**config.mk**
```make
export PLATFORM = sky130hd
export DESIGN_NAME = a5_burst_decipher
export DESIGN_NICKNAME = d
export VERILOG_FILES = /design/src/rtl/a5_burst_decipher.sv
export SDC_FILE = /design/constraint.sdc
export NUM_CORES = 1
export LEC_CHECK = 0
export CAP_MARGIN = 30
export CELL_PAD_IN_SITES_DETAIL_PLACEMENT = 0
export CELL_PAD_IN_SITES_GLOBAL_PLACEMENT = 1
export CORE_MARGIN = 8
export CORE_UTILIZATION = 36
export CTS_CLUSTER_SIZE = 40
export DETAILED_ROUTE_END_ITERATION = 10
export HOLD_SLACK_MARGIN = 0.05
export PLACE_DENSITY = 0.81
export SYNTH_ARGS = -nofsm -noshare
export SYNTH_HDL_FRONTEND = slang
export SYNTH_SLANG_ARGS = --single-unit
```
**constraint.sdc**
```tcl
create_clock -name clock -period 4.8 [get_ports clock]
set_clock_uncertainty 0.2 [all_clocks]
set_input_delay 0.96 -clock clock [delete_from_list [all_inputs] [get_ports clock]]
set_output_delay 0.96 -clock clock [all_outputs]
set_load 0.02 [all_outputs]
```
**src/rtl/a5_burst_decipher.sv**
```systemverilog
// Receive-side A5/1 burst decipher: key/frame load, warm-up,
// optional keystream skip, then XOR of a serial ciphertext burst.
module a5_burst_decipher #(
  parameter int KEYLEN      = 64,
  parameter int FRAMENUMLEN = 22,
  parameter int CHUNKLEN    = 114,
  parameter int WARMUP      = 100,
  parameter int SKIP_FIRST  = 0
) (
  input  logic                   clock,
  input  logic                   reset,
  input  logic                   start,
  input  logic [KEYLEN-1:0]      key,
  input  logic [FRAMENUMLEN-1:0] frame,
  input  logic                   in_valid,
  input  logic                   in_bit,
  output logic                   in_ready,
  output logic                   out_valid,
  output logic                   out_bit,
  output logic [CHUNKLEN-1:0]    burst,
  output logic                   done,
  output logic                   busy
);

  typedef enum logic [2:0] {
    ST_IDLE,
    ST_KEYLOAD,
    ST_FRAMELOAD,
    ST_WARMUP,
    ST_SKIP,
    ST_RUN
  } state_t;

  localparam logic [6:0] KEY_LAST   = 7'(KEYLEN - 1);
  localparam logic [6:0] FRAME_LAST = 7'(FRAMENUMLEN - 1);
  localparam logic [6:0] WARM_LAST  = 7'(WARMUP - 1);
  localparam logic [6:0] CHUNK_LAST = 7'(CHUNKLEN - 1);

  state_t                   state;
  logic [6:0]               cnt;
  logic [KEYLEN-1:0]        key_sh;
  logic [FRAMENUMLEN-1:0]   frame_sh;
  logic [18:0]              r1, n1;
  logic [21:0]              r2, n2;
  logic [22:0]              r3, n3;
  logic                     maj, all_step, maj_step, ld;
  logic                     en1, en2, en3, ks;

  assign busy     = (state != ST_IDLE);
  assign in_ready = (state == ST_RUN);

  always_comb begin
    maj      = (r1[8] & r2[10]) | (r1[8] & r3[10]) | (r2[10] & r3[10]);
    all_step = (state == ST_KEYLOAD) || (state == ST_FRAMELOAD);
    maj_step = (state == ST_WARMUP) || (state == ST_SKIP) ||
               ((state == ST_RUN) && in_valid);
    ld = 1'b0;
    if (state == ST_KEYLOAD) ld = key_sh[0];
    else if (state == ST_FRAMELOAD) ld = frame_sh[0];
    en1 = all_step || (maj_step && (r1[8] == maj));
    en2 = all_step || (maj_step && (r2[10] == maj));
    en3 = all_step || (maj_step && (r3[10] == maj));
    n1 = en1 ? {r1[17:0], r1[18] ^ r1[17] ^ r1[16] ^ r1[13] ^ ld} : r1;
    n2 = en2 ? {r2[20:0], r2[21] ^ r2[20] ^ ld} : r2;
    n3 = en3 ? {r3[21:0], r3[22] ^ r3[21] ^ r3[20] ^ r3[7] ^ ld} : r3;
    // keystream comes from the post-step register state
    ks = n1[18] ^ n2[21] ^ n3[22];
  end

  always_ff @(posedge clock or negedge reset) begin
    if (!reset) begin
      state     <= ST_IDLE;
      cnt       <= '0;
      key_sh    <= '0;
      frame_sh  <= '0;
      r1        <= '0;
      r2        <= '0;
      r3        <= '0;
      out_valid <= 1'b0;
      out_bit   <= 1'b0;
      done      <= 1'b0;
      burst     <= '0;
    end else begin
      out_valid <= 1'b0;
      done      <= 1'b0;
      r1        <= n1;
      r2        <= n2;
      r3        <= n3;
      unique case (state)
        ST_IDLE: begin
          if (start) begin
            key_sh   <= key;
            frame_sh <= frame;
            r1       <= '0;
            r2       <= '0;
            r3       <= '0;
            burst    <= '0;
            cnt      <= '0;
            state    <= ST_KEYLOAD;
          end
        end
        ST_KEYLOAD: begin
          key_sh <= key_sh >> 1;
          if (cnt == KEY_LAST) begin
            cnt   <= '0;
            state <= ST_FRAMELOAD;
          end else begin
            cnt <= cnt + 7'd1;
          end
        end
        ST_FRAMELOAD: begin
          frame_sh <= frame_sh >> 1;
          if (cnt == FRAME_LAST) begin
            cnt   <= '0;
            state <= ST_WARMUP;
          end else begin
            cnt <= cnt + 7'd1;
          end
        end
        ST_WARMUP: begin
          if (cnt == WARM_LAST) begin
            cnt   <= '0;
            state <= (SKIP_FIRST != 0) ? ST_SKIP : ST_RUN;
          end else begin
            cnt <= cnt + 7'd1;
          end
        end
        ST_SKIP: begin
          if (cnt == CHUNK_LAST) begin
            cnt   <= '0;
            state <= ST_RUN;
          end else begin
            cnt <= cnt + 7'd1;
          end
        end
        ST_RUN: begin
          if (in_valid) begin
            out_bit    <= in_bit ^ ks;
            out_valid  <= 1'b1;
            burst[cnt] <= in_bit ^ ks;
            if (cnt == CHUNK_LAST) begin
              cnt   <= '0;
              done  <= 1'b1;
              state <= ST_IDLE;
            end else begin
              cnt <= cnt + 7'd1;
            end
          end
        end
        default: state <= ST_IDLE;
      endcase
    end
  end

endmodule

```
==> out/results.ini <==
[timing]
timing_worst_slew_pin_value_ns = 1.106
fin_crit_sh_pct = 80.50
setup_tns_ns = 0
slew_headroom_pct = 25.92
fmax_ghz = 0.2588
fin_crit_ns = 3.864
slew_violations = 0
hold_viol_final = 0
finalSetupViolCount = 0
whs_ns = 0.2367
rsz0062_at_grt = no

[synthesis]
ys_async_sr_fraction_pct = 100.0
netlist_area_mm2 = 0.01307
ys_warn_count = 0
synth_top_family_by_area = compound AO/OA/AOI/OAI gates
synth-main-ff-cell = dfrtp_1
yosys.area_share.simple_pct = 11.74
synth.distinct_cells = 42
synthXorXnorAreaFrac_pct = 0.9955
syn_inst = 1382
synth_fa_ha_area_share_pct = 0.1914
synth-edff-count = 0
synth_nets = 1475
synth_compound_area_share_pct = 18.20
synth-seq-area-share_pct = 53.03
avgSynthCellArea_um2 = 9.458
ys_seq_elements = 277
yosys-mux-area-fraction_pct = 11.26

[placed_design]
place_inst = 1952
dp_hpwl_mm = 22.75
place_congestion = 0.7676
dpl_cell_area_mm2 = 0.01562
portBuffers = 209

[final_layout]
areaGrowthSynthToFinish_pct = 27.48
num_antenna_cells = 0
seqCellArea_mm2 = 0.006932
stdcell_count = 2010
final_cell_mix = dfrtp_1 (277), o21ai_0 (273), clkdlybuf4s50_1 (208), mux2i_1 (147), a21oi_1 (121)
final_common_cell = dfrtp_1
multi_input_area_mm2 = 0.005635
layout-drive-gt1-share_pct = 7.230
fillCellCount = 3374
num-nets-final = 1620
final_area_mm2 = 0.01666

[clocking]
cts_buffers = 31
clk_pin_slew_ns = 0.06
ctsResizeCount = 0
cts.sinks = 277
hold_buffers = 0
clock_latency_ns = 0.55
h-tree-depth = 1
clock_path_buffers = 3
cts_tree = yes
clockRootBuffer = clkbuf_16
cts_setup_buffers = 0

[power_and_ir_drop]
leakagePower_nw = 7.046
worst_ir_drop_vdd_v = 0.0002980
p_per_area_mw_per_mm2 = 509.0
power_mw = 8.483

[worst_setup_path]
critPathMaxFanout = 43
startpoint_type = flop
endpoint_kind = output pin
cp.required_ns = 3.64
arrival_ns = 2.70
criticalPathCategory = reg2out
ff2ff_path_depth = 9

[floorplanning]
start_util_pct = 36.66
ioPinCount = 210
dieArea_mm2 = 0.04266
num_rows = 69
core_mm2 = 0.03566
die_w_um = 206.6
fp.dieH_um = 206.6

[detailed_routing]
drc_errors = 0
wirelength_mm = 35.89
drtAntennaViolNets = 0
wl_per_cell_um = 17.86
dr_total_vias = 10780
drtPass1Iterations = 5
drt_iter0_drc = 785
via_per_inst = 5.361

[grt]
grt_max_degree = 151
overflow = 0
antenna_found_initial = 1
grt_pass1_vias = 10500
grt_pass1_wl_mm = 58.09
grt_usage_pct = 16.46

[hold_path]
min_path_type = in2async

[status]
status = complete, no violations

[run]
drv_cap = 0

==> flip-flops by register name, indices dropped and copies added, names as in the netlist <==
| signal | flops |
|---|---|
| r1 | 19 |
| r2 | 22 |
| r3 | 23 |
| out_bit | 1 |
| done | 1 |
| state | 3 |
| key_sh | 64 |
| frame_sh | 22 |
| cnt | 7 |
| out_valid | 1 |
| burst | 114 |
==> final cells by class <==
class,count,area share [%]
Clock buffer,46,5.654
Multi-Input combinational cell,962,33.82
Tap cell,461,3.461
Clock inverter,9,0.4956
Inverter,7,0.1652
Timing Repair Buffer,248,14.81
Sequential cell,277,41.60
==> final timing paths <==
path                                        start                      to  slack, ns
max                          state[1]$_DFFE_PN0P_                in_ready       0.94
max reg2reg                  state[1]$_DFFE_PN0P_   burst[27]$_DFFE_PN0P_       1.43
min in group clock         key_sh[19]$_DFFE_PN0P_  key_sh[18]$_DFFE_PN0P_       0.28
max in group asynchronous                   reset   burst[50]$_DFFE_PN0P_       3.09
min                                         reset  key_sh[19]$_DFFE_PN0P_       0.24
min reg2reg                key_sh[19]$_DFFE_PN0P_  key_sh[18]$_DFFE_PN0P_       0.28
==> worst max-delay path, stage by stage, from the launching register on <==
cell and delay, ns:
dfrtp_1 0.54, nor2b_1 0.32, nand2_4 0.33, inv_1 0.26
clkdlybuf4s50_1 0.70
==> routing by layer <==
layer	track usage, %	routed length, um	vias to the layer above
li1	-	-	5148
met2	26.45	17210	323
met1	22.41	15460	5250
met5	0	13	-
met4	4.086	643	2
met3	3.589	2561	52
==> kinds of logic (layout without fill, tap and decap cells) <==
family                   count (synthesis)  in the layout
multiplexers                           147            147
buffers and inverters                  143            310
adder cells (fa/ha/maj)                  2              2
AND/OR/NAND/NOR                        338            338
flip-flops                             277            277
XOR/XNOR                                14             14
AO/OA/AOI/OAI                          461            461
==> power by group <==
group / switching (mW) / total (mW) / internal [mW]
Sequential: 0.361 / 3.22 / 2.86
Combinational: 1.81 / 2.91 / 1.10
Clock: 0.952 / 2.35 / 1.40
==> through the flow <==
stage / worst slack [ns] / utilization [%]
finish: 0.9361 / 46.73
floorplan: 1.830 / -
global placement: 1.032 / 43.62
global route: 0.7974 / 46.73
detailed placement: 0.9667 / 43.80
CTS: 0.9448 / 46.67
==> Yosys cell counts (2+ instances only) <==
cell type	count	area, um2
nor4_1	2	12.51
o21ai_1	52	260.3
nand3_1	115	575.6
buf_1	2	7.510
nor2_1	88	330.3
nor3b_1	4	30.03
ha_1	2	25.02
a21oi_1	121	605.6
mux2i_1	147	1471
nor3_1	7	35.03
or3_1	2	12.51
o31ai_1	2	15.01
and3_1	2	12.51
o41ai_1	2	17.52
inv_1	6	22.52
nand3b_1	4	30.03
nand2_1	97	364.1
clkbuf_1	107	401.6
nand4b_1	3	26.28
xnor2_1	12	105.1
a31oi_1	4	25.02
or3b_1	2	17.52
o21ai_0	273	1366
nor2b_1	4	25.02
buf_6	4	45.04
buf_2	21	105.1
buf_4	2	15.01
dfrtp_1	277	6932
nand2b_1	5	31.28
No activity file was read; power rests on OpenSTA's default activity.
